[config.mk]
export PLATFORM = sky130hd
export DESIGN_NAME = data_cache_flat
export DESIGN_NICKNAME = d
export VERILOG_FILES = /design/src/rtl/data_cache_pkg.sv /design/src/rtl/data_cache_if.sv /design/src/rtl/data_cache_line_array.sv /design/src/rtl/data_cache.sv /design/src/flat_wrapper.sv
export SDC_FILE = /design/constraint.sdc
export NUM_CORES = 1
export LEC_CHECK = 0
export CORE_AREA = 2 2 185 187
export DETAILED_ROUTE_END_ITERATION = 10
export DIE_AREA = 0 0 187 189
export PLACE_DENSITY = 0.61
export SLEW_MARGIN = 20
export SYNTH_ARGS = -nofsm -noshare
export SYNTH_HDL_FRONTEND = slang
export SYNTH_SLANG_ARGS = --single-unit
[constraint.sdc]
create_clock -name clk -period 5.28 [get_ports clk]
set_input_delay 1.056 -clock clk [delete_from_list [all_inputs] [get_ports clk]]
set_output_delay 1.056 -clock clk [all_outputs]
set_load 0.1 [all_outputs]
[src/rtl/data_cache_pkg.sv]
// Shared geometry and FSM encoding for the direct-mapped, write-back data cache.
// Byte address layout is {tag, index, offset}; memory block address is {tag, index}.
package data_cache_pkg;

    localparam int TAG_W      = 3;
    localparam int INDEX_W    = 3;
    localparam int OFFSET_W   = 2;
    localparam int LINES      = 8;
    localparam int ADDR_W     = TAG_W + INDEX_W + OFFSET_W;
    localparam int MEM_ADDR_W = TAG_W + INDEX_W;
    localparam int BLOCK_W    = 32;

    typedef enum logic [1:0] {
        IDLE      = 2'd0,
        WRITEBACK = 2'd1,
        FETCH     = 2'd2
    } state_t;

    typedef struct packed {
        logic [TAG_W-1:0]    tag;
        logic [INDEX_W-1:0]  index;
        logic [OFFSET_W-1:0] offset;
    } addr_t;

endpackage

[src/rtl/data_cache_if.sv]
// CPU-side and memory-side signals of the data cache; the cache uses the slave view,
// the CPU/memory environment uses the master view.
//
// Handshake: the CPU asserts read/write with address/writedata and holds them
// unchanged while busywait is high; the request is accepted in the cycle where
// busywait is low. Toward memory the cache holds mem_read/mem_write with
// mem_address/mem_writedata until it samples mem_busywait low at a rising edge.
interface data_cache_if;
    import data_cache_pkg::*;

    logic                  read;
    logic                  write;
    logic [ADDR_W-1:0]     address;
    logic [7:0]            writedata;
    logic [7:0]            readdata;
    logic                  busywait;

    logic                  mem_read;
    logic                  mem_write;
    logic [MEM_ADDR_W-1:0] mem_address;
    logic [BLOCK_W-1:0]    mem_writedata;
    logic [BLOCK_W-1:0]    mem_readdata;
    logic                  mem_busywait;

    modport master (
        output read, write, address, writedata,
        input  readdata, busywait,
        input  mem_read, mem_write, mem_address, mem_writedata,
        output mem_readdata, mem_busywait
    );

    modport slave (
        input  read, write, address, writedata,
        output readdata, busywait,
        output mem_read, mem_write, mem_address, mem_writedata,
        input  mem_readdata, mem_busywait
    );

endinterface

[src/rtl/data_cache_line_array.sv]
// Line storage: valid/dirty bits clear asynchronously on reset; tag and data are
// not reset, since an invalid line never produces a hit.
module cache_line_array
    import data_cache_pkg::*;
(
    input  logic               clk,
    input  logic               reset,
    input  logic [INDEX_W-1:0] index,
    output logic               valid,
    output logic               dirty,
    output logic [TAG_W-1:0]   tag,
    output logic [BLOCK_W-1:0] data,
    input  logic               fill_en,
    input  logic [TAG_W-1:0]   fill_tag,
    input  logic [BLOCK_W-1:0] fill_data,
    input  logic               byte_en,
    input  logic [OFFSET_W-1:0] byte_offset,
    input  logic [7:0]         byte_data
);

    logic [LINES-1:0] valid_q;
    logic [LINES-1:0] dirty_q;
    logic [TAG_W-1:0]   tag_q  [LINES];
    logic [BLOCK_W-1:0] data_q [LINES];

    assign valid = valid_q[index];
    assign dirty = dirty_q[index];
    assign tag   = tag_q[index];
    assign data  = data_q[index];

    always_ff @(posedge clk or negedge reset) begin
        if (!reset) begin
            valid_q <= '0;
            dirty_q <= '0;
        end else if (fill_en) begin
            valid_q[index] <= 1'b1;
            dirty_q[index] <= 1'b0;
        end else if (byte_en) begin
            dirty_q[index] <= 1'b1;
        end
    end

    always_ff @(posedge clk) begin
        if (fill_en) begin
            tag_q[index]  <= fill_tag;
            data_q[index] <= fill_data;
        end else if (byte_en) begin
            data_q[index][{byte_offset, 3'b000} +: 8] <= byte_data;
        end
    end

endmodule

[src/rtl/data_cache.sv]
// Direct-mapped, write-back, write-allocate data cache: combinational hit path,
// IDLE/WRITEBACK/FETCH miss FSM, line storage in cache_line_array.
module data_cache
    import data_cache_pkg::*;
(
    input  logic        clk,
    input  logic        reset,
    data_cache_if.slave bus,
    output state_t      state
);

    addr_t                 cpu_addr;
    logic                  req;
    logic                  hit;
    logic                  read_hit;
    logic                  write_hit;
    logic                  miss_start;
    state_t                state_q;
    state_t                state_d;
    logic [MEM_ADDR_W-1:0] miss_block;
    logic [INDEX_W-1:0]    line_index;
    logic                  line_valid;
    logic                  line_dirty;
    logic [TAG_W-1:0]      line_tag;
    logic [BLOCK_W-1:0]    line_data;
    logic [7:0]            sel_byte;
    logic [7:0]            readdata_q;
    logic                  busy;
    logic                  mem_read;
    logic                  mem_write;
    logic                  fill_en;
    logic [MEM_ADDR_W-1:0] mem_address;

    assign cpu_addr = addr_t'(bus.address);
    assign req      = bus.read | bus.write;

    // Outside IDLE the line of the latched miss is addressed, so a wandering CPU
    // address cannot redirect a write-back or fill to another line.
    assign line_index = (state_q == IDLE) ? cpu_addr.index : miss_block[INDEX_W-1:0];

    assign hit        = req && line_valid && (line_tag == cpu_addr.tag) && (state_q == IDLE);
    assign write_hit  = hit && bus.write;
    assign read_hit   = hit && !bus.write;
    assign miss_start = (state_q == IDLE) && req && !hit;
    assign sel_byte   = line_data[{cpu_addr.offset, 3'b000} +: 8];

    always_ff @(posedge clk or negedge reset) begin
        if (!reset) begin
            state_q    <= IDLE;
            readdata_q <= '0;
            miss_block <= '0;
        end else begin
            state_q <= state_d;
            if (read_hit) begin
                readdata_q <= sel_byte;
            end
            if (miss_start) begin
                miss_block <= {cpu_addr.tag, cpu_addr.index};
            end
        end
    end

    always_comb begin
        state_d     = state_q;
        busy        = 1'b0;
        mem_read    = 1'b0;
        mem_write   = 1'b0;
        fill_en     = 1'b0;
        mem_address = miss_block;
        case (state_q)
            IDLE: begin
                if (miss_start) begin
                    busy    = 1'b1;
                    state_d = (line_valid && line_dirty) ? WRITEBACK : FETCH;
                end
            end
            WRITEBACK: begin
                busy        = 1'b1;
                mem_write   = 1'b1;
                mem_address = {line_tag, miss_block[INDEX_W-1:0]};
                if (!bus.mem_busywait) begin
                    state_d = FETCH;
                end
            end
            FETCH: begin
                busy     = 1'b1;
                mem_read = 1'b1;
                if (!bus.mem_busywait) begin
                    fill_en = 1'b1;
                    state_d = IDLE;
                end
            end
            default: begin
                state_d = IDLE;
            end
        endcase
    end

    cache_line_array u_lines (
        .clk         (clk),
        .reset       (reset),
        .index       (line_index),
        .valid       (line_valid),
        .dirty       (line_dirty),
        .tag         (line_tag),
        .data        (line_data),
        .fill_en     (fill_en),
        .fill_tag    (miss_block[MEM_ADDR_W-1:INDEX_W]),
        .fill_data   (bus.mem_readdata),
        .byte_en     (write_hit),
        .byte_offset (cpu_addr.offset),
        .byte_data   (bus.writedata)
    );

    // Reset gates the stall directly so it drops in the same instant reset asserts.
    assign bus.busywait      = busy & reset;
    assign bus.readdata      = read_hit ? sel_byte : readdata_q;
    assign bus.mem_read      = mem_read;
    assign bus.mem_write     = mem_write;
    assign bus.mem_address   = mem_address;
    assign bus.mem_writedata = line_data;
    assign state             = state_q;

endmodule

[src/flat_wrapper.sv]
// flat-port wrapper written by rule: the top's interface ports become plain ports
module data_cache_flat import data_cache_pkg::*;
  (clk, reset, state, bus_read, bus_write, bus_address, bus_writedata, bus_readdata, bus_busywait, bus_mem_read, bus_mem_write, bus_mem_address, bus_mem_writedata, bus_mem_readdata, bus_mem_busywait);
  data_cache_if bus_i ();
  input  logic clk;
  input  logic reset;
  output state_t state;
  input wire logic [$bits(bus_i.read)-1:0] bus_read;
  input wire logic [$bits(bus_i.write)-1:0] bus_write;
  input wire logic [$bits(bus_i.address)-1:0] bus_address;
  input wire logic [$bits(bus_i.writedata)-1:0] bus_writedata;
  output wire logic [$bits(bus_i.readdata)-1:0] bus_readdata;
  output wire logic [$bits(bus_i.busywait)-1:0] bus_busywait;
  output wire logic [$bits(bus_i.mem_read)-1:0] bus_mem_read;
  output wire logic [$bits(bus_i.mem_write)-1:0] bus_mem_write;
  output wire logic [$bits(bus_i.mem_address)-1:0] bus_mem_address;
  output wire logic [$bits(bus_i.mem_writedata)-1:0] bus_mem_writedata;
  input wire logic [$bits(bus_i.mem_readdata)-1:0] bus_mem_readdata;
  input wire logic [$bits(bus_i.mem_busywait)-1:0] bus_mem_busywait;
  assign bus_i.read = bus_read;
  assign bus_i.write = bus_write;
  assign bus_i.address = bus_address;
  assign bus_i.writedata = bus_writedata;
  assign bus_readdata = bus_i.readdata;
  assign bus_busywait = bus_i.busywait;
  assign bus_mem_read = bus_i.mem_read;
  assign bus_mem_write = bus_i.mem_write;
  assign bus_mem_address = bus_i.mem_address;
  assign bus_mem_writedata = bus_i.mem_writedata;
  assign bus_i.mem_readdata = bus_mem_readdata;
  assign bus_i.mem_busywait = bus_mem_busywait;
  data_cache u_core (.clk(clk), .reset(reset), .bus(bus_i), .state(state));
endmodule
**Yosys cells after proc, flatten, opt, wreduce, memory -nomap -nowiden**

Memory sizes are Yosys's and may differ from the RTL's.
Cells that the tools add are included.

- Equality and inequality tests: 6
- Div/mod/pow operators: 0
- $add $sub $neg: 1
- Bitwise gates (word level): 38
- Muxes and demuxes: 59
- Magnitude comparators: 2
- Reduce and logical (&&, ||, !) cells: 15
- Multipliers: 0
- Shift operators: 3

Operator list:

| kind | count |
|---|---|
| $mux W1 | 44 |
| $or A1 B1 Y1 | 33 |
| $mux W32 | 1 |
| $shift A8 B7 Y32 const A | 1 |
| $shiftx A32 B6 Y8 | 1 |
| $shiftx A8 B7 Y32 | 1 |
| $mux W8 | 3 |
| $or A8 B8 Y8 | 2 |
| $logic_and A1 B1 Y1 | 9 |
| $and A8 B8 Y8 | 1 |
| $mux W2 | 4 |
| $not A8 Y8 | 1 |
| $neg A5 Y7 | 1 |
| $bmux W1 S3 | 2 |
| $mux W6 | 1 |
| $pmux W2 S3 | 1 |
| $lt A3 B4 Y1 const B | 1 |
| $ne A2 B2 Y1 const B | 2 |
| $demux W1 S3 | 1 |
| $eq A3 B3 Y1 | 1 |
| $ge A3 B1 Y1 const B | 1 |
| $mux W3 | 1 |
| $reduce_and A3 Y1 | 1 |
| $eq A2 B1 Y1 const B | 1 |
| other kinds (8) | 9 |

- Register bits after elaboration: 32
- Input bits: 53
- Latch bits: 0
- Logic and storage cells: 131
- Memory bits (writable): 280
- Memories: 2
- ROM bits: 0
- Output and inout bits: 51

Memories:

| memory | words | bits a word | rd ports | clocked after Yosys merged registers in | wr ports | line | RTL |
|---|---|---|---|---|---|---|---|
| u_core.u_lines.data_q | 8 | 32 | 1 | 0 | 1 | data_cache_line_array.sv:24 | `logic [BLOCK_W-1:0] data_q [LINES];` |
| u_core.u_lines.tag_q | 8 | 3 | 1 | 0 | 1 | data_cache_line_array.sv:23 | `logic [TAG_W-1:0] tag_q [LINES];` |

**Longest topological paths before layout**

Gate-level depths: netlist of the first run.

- Word-level depth: 12
- Depth in mapped cells: 15
- Gate-level depth less buffers: 9

**Hierarchy**

Synthesis of the first run repeated with hierarchy kept, for this count alone.

- Cells, all modules: 674
- Area total of the unflattened synthesis: 13,236.4 µm²

Modules (own cells, without submodules):

| module | times used | area each (µm²) | seq. area each (µm²) | cells an instance |
|---|---|---|---|---|
| cache_line_array | 1 | 12,157.9 | 8,808.4 | 590 |
| data_cache | 1 | 1,078.5 | 400.4 | 84 |

**Worst setup path after synthesis of the first run**

Ideal clock, no wire load.

- Path kind: register -> output
- From: register u_core.state_q[0], in the netlist u_core.state[0]
- To: output bus_readdata[5]
- Data required time: 4.224 ns
- Arrival time: 5.800 ns
- Setup slack: -1.576 ns
- Stages on the path, launching flop included: 12
- Path buffers: 3
- Path through: dfrtp_1 > inv_1 > ha_1 > buf_6 > mux2_2 > nor2_1 > buf_4 > clkbuf_1 > a221oi_1 > o21ai_0 > mux4_2 > mux2_2

- Elaborated cells on any way between the ends: 13
- Classes of those cells: eq/ne (1); shift (1); mux (4); reduce/logical (5); memory (2)

RTL lines:

| element | line | RTL |
|---|---|---|
| start, declared | data_cache.sv:18 | `state_t state_q;` |
| start signal, assigned | data_cache.sv:53 | `state_q <= state_d;` |
| $logic_not A2 Y1 | data_cache.sv:39 | `assign line_index = (state_q == IDLE) ? cpu_addr.index : miss_block[INDEX_W-1:0];` |
| $mux W3 | data_cache.sv:39 |  |
| $mem_v2 Z8 W32 | -- |  |
| via bus_mem_writedata[29] | flat_wrapper.sv:17 | `output wire logic [$bits(bus_i.mem_writedata)-1:0] bus_mem_writedata;` |
| $shiftx A32 B6 Y8 | data_cache.sv:45 | `assign sel_byte = line_data[{cpu_addr.offset, 3'b000} +: 8];` |
| $mux W8 | -- |  |
| end, declared | flat_wrapper.sv:12 | `output wire logic [$bits(bus_i.readdata)-1:0] bus_readdata;` |

The timed path passes the listed nets, and every way through them passes these cells. The select of a mux whose other input is x is not followed.

**Worst setup path after layout of the first run**

- From: input bus_address[4]
- To: output bus_readdata[2]

- Word-level cells in the longest chain between the ends: 8
- Elaborated cells on any way between the ends: 12
- Classes of those cells: eq/ne (1); shift (1); mux (4); reduce/logical (4); memory (2)

RTL lines:

| element | line | RTL |
|---|---|---|
| start, declared | flat_wrapper.sv:10 | `input wire logic [$bits(bus_i.address)-1:0] bus_address;` |
| $mux W3 * | data_cache.sv:39 |  |
| branches (longest 6 deep; another with $mem_v2 Z8 W32) | -- |  |
| $mux W8 * | -- |  |

Every way passes the cells marked *. The select of a mux whose other input is x is not followed.

==> results of run 1 <==
-- stage by stage --
step                      hold slack [ns]  setup slack (ns)
after floorplan                     0.439            -0.183
after global placement              0.452            0.0683
after detailed placement            0.456            0.0462
after CTS                           0.467            0.0159
after global routing                0.489           0.00443
final                               0.470            0.0577
-- cells by family after synthesis --
| logic type | share of synthesized area |
|---|---|
| flops | 0.699 |
| compound gates | 0.133 |
| simple gates | 0.0702 |
| buf+inv | 0.0325 |
| mux | 0.0572 |
| fa+ha+maj | 0.00855 |
-- worst max-delay path, stage by stage --
cell	delay (ns)
clkdlybuf4s50_1	0.60
nand3b_1	0.28
nand2_2	0.09
buf_4	0.26
a22o_1	0.24
a222oi_1	0.35
nand3_2	0.28
mux4_2	0.51
mux2_2	0.31
buf_12	0.17
-- metal layers --
metal	global-route usage	up-vias
met3	0.0612	91
met4	0.0910	2
li1	-	3972
met2	0.386	608
met5	0	-
met1	0.320	4593
-- what timing repair did --
action | CTS | global route
endpoints found under the hold margin | 0 | 0
setup endpoints to repair | 0 | 8
setup buffers | 0 | 3
resized for setup | 0 | 3
-- sequential cells by signal, indices dropped and copies added (netlist names), named ones only --
name	count
u_core.state	2
u_core.readdata_q	8
u_core.u_lines.data_q	256
u_core.u_lines.valid_q	8
u_core.miss_block	6
u_core.u_lines.tag_q	24
-- layout make-up --
cell class / instances / area, um^2
Inverter: 41 / 154
Clock buffer: 40 / 895
Timing Repair Buffer: 220 / 2420
Tap cell: 448 / 561
Fill cell: 2824 / 16200
Sequential cell: 312 / 9220
Clock inverter: 24 / 221
Multi-Input combinational cell: 493 / 3610
-- cell usage in the layout (no fill, tap or decap), types with 5 or more instances in the layout --
cell type,n
edfxtp_1,280
buf_4,111
nand2_1,84
clkdlybuf4s50_1,58
a22oi_1,53
buf_12,50
a21oi_1,46
mux2i_1,41
inv_1,37
clkbuf_16,35
dfrtp_1,30
nand3_1,24
o21ai_0,23
a222oi_1,21
a22o_1,20
nor2_1,17
mux2_2,11
clkinv_1,10
a221oi_1,9
and3_1,9
or2_2,9
ha_1,9
o31ai_1,8
a32oi_1,7
a21oi_2,6
clkinv_2,6
a221o_1,5
nor3b_1,5
a211o_1,5
mux4_2,5
clkbuf_1,5
-- path summary, 6_finish.rpt --
| kind | startpoint | endpoint | slack (ns) | cells past startpoint |
|---|---|---|---|---|
| max | bus_address[4] | bus_readdata[2] | 0.06 | 10 |
| min | u_core.u_lines.valid_q[5]$_DFFE_PN0P_ | u_core.u_lines.valid_q[5]$_DFFE_PN0P_ | 0.47 | 1 |
| max reg2reg | u_core.state[0]$_DFFE_PN0P_ | u_core.u_lines.data_q[5][1]$_DFFE_PP_ | 1.04 | 14 |
| min reg2reg | u_core.u_lines.valid_q[5]$_DFFE_PN0P_ | u_core.u_lines.valid_q[5]$_DFFE_PN0P_ | 0.47 | 1 |
| max in group asynchronous | reset | u_core.state[0]$_DFFE_PN0P_ | 3.89 | 1 |
| min in group asynchronous | reset | u_core.miss_block[4]$_DFFE_PN0P_ | 0.70 | 1 |
==> impl_metrics.ini, run 1 <==
[outcome]
status = completed

[sta]
tns_ns = 0
drv_slew = 0
max_freq_mhz = 191
hold_violations = 0
setup_violations = 0
rsz0062_at_grt = no
fin_skew_ns = 0.0189
fin_crit_sh = 0.989
slew_headroom = 0.344
min_period_ns = 5.22
tightest_slew_ns = 0.981

[floorplan]
dieWidth_um = 187
die_area_um2 = 35300
ios = 104
core_um2 = 33300
die_y_um = 189
initial_utilization = 0.396
rows = 67

[cells_and_area]
fin_util = 0.513
stdcell_count = 1578
nNetsFinal = 1165
stdcell_area_um2 = 17100
insertedDiodeCount = 0
drive_gt1_frac = 0.242
syn_to_final_growth_pct = 29.6

[detailed_routing]
m1WireLength_um = 16700
vias_per_cell = 5.87
wl_met2_um = 20100
dr.max_layer_used = met5
drt_iter0_markers = 1383
antenna_left = 0
wl_per_cell_um = 27.2
totalWireLength_um = 43000
wl_met3_um = 4660
route.detailed.drc = 0
firstDrtPassIters = 6
num_vias = 9266

[global_routing]
grt_max_degree = 49
grt_pass1_wl_um = 61800
antenna_found_initial = 1
grt_use_total = 0.242
first_global_vias = 9111
grt-ovfl-total = 0

[logic_synthesis]
yosysSeqAreaShare = 0.699
synth_edf_count = 280
yosysUniqueCellTypes = 69
synth_top_cell_area_share = 0.638
avgSynthCellArea_um2 = 14.7
synth_cells = 897
synth-async-reset-ratio = 0.103
yosys_most_used_dff = edfxtp_1
synth_common_cells = edfxtp_1, nand2_1, a22oi_1, a21oi_1, mux2i_1
netlist_area_um2 = 13200
ys_warn_count = 0
synth.area.top_cells = edfxtp_1, dfrtp_1, mux2i_1
synth_largest_area_cell = edfxtp_1
yosysMostFrequentCell = edfxtp_1
ys_ff_latch = 312
syn_nets = 959

[setup_path]
worst_setup_path_end_kind = primary output
critical_path_class = in -> out
critPathLaunchType = input pin
path_max_fanout = 22
cp.arrival_ns = 4.17
cp.required_ns = 4.22

[cts]
clk_pin_slew_ns = 0.05
cts_tree = yes
cts_buffers = 35
htree_levels = 2
cts.sinks = 312
ctsHoldBuffers = 0
cts.path.max_buffers = 3
clk_latency_ns = 0.52
cts.root.buffer_cell = clkbuf_16

[place]
portBuffers = 103
gp_congestion = 0.869
dp_hpwl_um = 29400
dp.cells = 1511
place_area_um2 = 15900

[flow_run]
maxCapViolations = 0

[hold_path]
hp-class = reg -> reg
Power of run 1 is left out: the tool's default activity adds up to more than one toggle a clock period on the data nets, which glitch-free logic cannot reach.
==> run 2, diff against run 1 <==
- CORE_AREA: 2 2 185 187 -> 2 2 198 200
- DIE_AREA: 0 0 187 189 -> 0 0 200 202
- PLACE_DENSITY: 0.61 -> 0.55
- SKIP_LAST_GASP: unset -> 1
==> impl_metrics.ini, run 2 (synthesis gave the netlist of run 1 again) <==
[detailed_routing]
wl_per_cell_um = 25.9
route.detailed.drc = 0
antenna_left = 0
num_vias = 9112
drt_iter0_markers = 1118
firstDrtPassIters = 8
totalWireLength_um = 42500
vias_per_cell = 5.55

[place]
place_area_um2 = 16000
portBuffers = 103
dp_hpwl_um = 29300
gp_congestion = 0.835

[sta]
setup_violations = 0
tns_ns = 0
min_period_ns = 5.21
slew_headroom = 0.347
whs_ns = 0.468
tightest_slew_ns = 0.977
max_freq_mhz = 192
rsz0062_at_grt = no
fin_skew_ns = 0.0277
drv_slew = 0
fin_crit_sh = 0.987
hold_violations = 0

[cts]
htree_levels = 2
cts.root.buffer_cell = clkbuf_16
clk_latency_ns = 0.54
ctsHoldBuffers = 0
cts_setup_buffers = 0
cts.sinks = 312
cts_resized = 0
clk_pin_slew_ns = 0.06
cts.path.max_buffers = 3
cts_buffers = 35
cts_tree = yes

[floorplan]
ios = 104
die_area_um2 = 40400
initial_utilization = 0.344
rows = 72
core_um2 = 38300
die_y_um = 202
dieWidth_um = 200

[global_routing]
grt_max_degree = 49
antenna_found_initial = 1
grt_pass1_wl_um = 61100
first_global_vias = 8792
grt_use_total = 0.211
grt-ovfl-total = 0

[flow_run]
maxCapViolations = 0

[cells_and_area]
layout_commonest_cell = edfxtp_1
syn_to_final_growth_pct = 30.5
regArea_um2 = 9220
fillers = 3413
multiInputGateArea_um2 = 3600
fin_util = 0.449
reg_top3 = u_core.u_lines.data_q (256), u_core.u_lines.tag_q (24)
largest-register = u_core.u_lines.data_q
insertedDiodeCount = 0
final_cell_mix = edfxtp_1, buf_4, nand2_1
largest_reg_flops = 256
drive_gt1_frac = 0.241
stdcell_area_um2 = 17200
nNetsFinal = 1159

[setup_path]
path_max_fanout = 6
worst_setup_path_end_kind = primary output
critical_path_class = in -> out
critPathLaunchType = input pin
cp.required_ns = 4.22
cp.arrival_ns = 4.16

[outcome]
status = completed

[hold_path]
hp-class = reg -> reg
[run 2: changes by cell type in the layout (fill, tap and decap cells not counted), moves of 2 or more]
cell and delta:
clkinv_8 +2, buf_4 -7, clkbuf_1 -4, inv_6 -2, buf_6 +2
[run 2: final timing paths]
path / from / endpoint / slack [ns] / depth (start not counted)
min in group asynchronous: reset / u_core.readdata_q[1]$_DFF_PN0_ / 0.60 / 2
hold reg to reg: u_core.u_lines.valid_q[3]$_DFFE_PN0P_ / u_core.u_lines.valid_q[3]$_DFFE_PN0P_ / 0.47 / 1
hold / removal: u_core.u_lines.valid_q[3]$_DFFE_PN0P_ / u_core.u_lines.valid_q[3]$_DFFE_PN0P_ / 0.47 / 1
max in group asynchronous: reset / u_core.state[0]$_DFFE_PN0P_ / 4.25 / 2
setup reg to reg: u_core.state[0]$_DFFE_PN0P_ / u_core.u_lines.data_q[5][0]$_DFFE_PP_ / 1.06 / 13
setup / recovery: bus_address[3] / bus_readdata[0] / 0.07 / 9
[run 2: layout make-up]
type                    instances  area share
well taps                     518      0.0377
clock inverters                27      0.0178
inverters                      41     0.00895
multi-input cells             493       0.210
repair buffers                214       0.138
clock buffers                  37      0.0520
flip-flops and latches        312       0.536
[run 2: worst max-delay path, stage by stage]
cell	delay, ns
clkdlybuf4s50_1	0.54
buf_4	0.22
mux2_2	0.34
nor2_1	0.66
a22oi_1	0.16
o211ai_1	0.47
mux4_2	0.36
mux2_4	0.18
buf_12	0.17
[run 2: metrics by stage]
step,setup WS [ns],instances
6_report,0.0668,1642
5_1_grt,0.0115,1642
4_1_cts,0.0757,1642
3_5_place_dp,0.114,1578
3_3_place_gp,0.101,1578
2_1_floorplan,-0.183,897
[run 2: metal layers]
metal	vias to the layer above	wire, um	track usage
met5	-	12	0
met4	2	1440	0.0704
met3	86	3730	0.0345
met2	486	19400	0.324
met1	4580	17900	0.305
li1	3958	-	-
Power of run 2 is left out for the same reason.
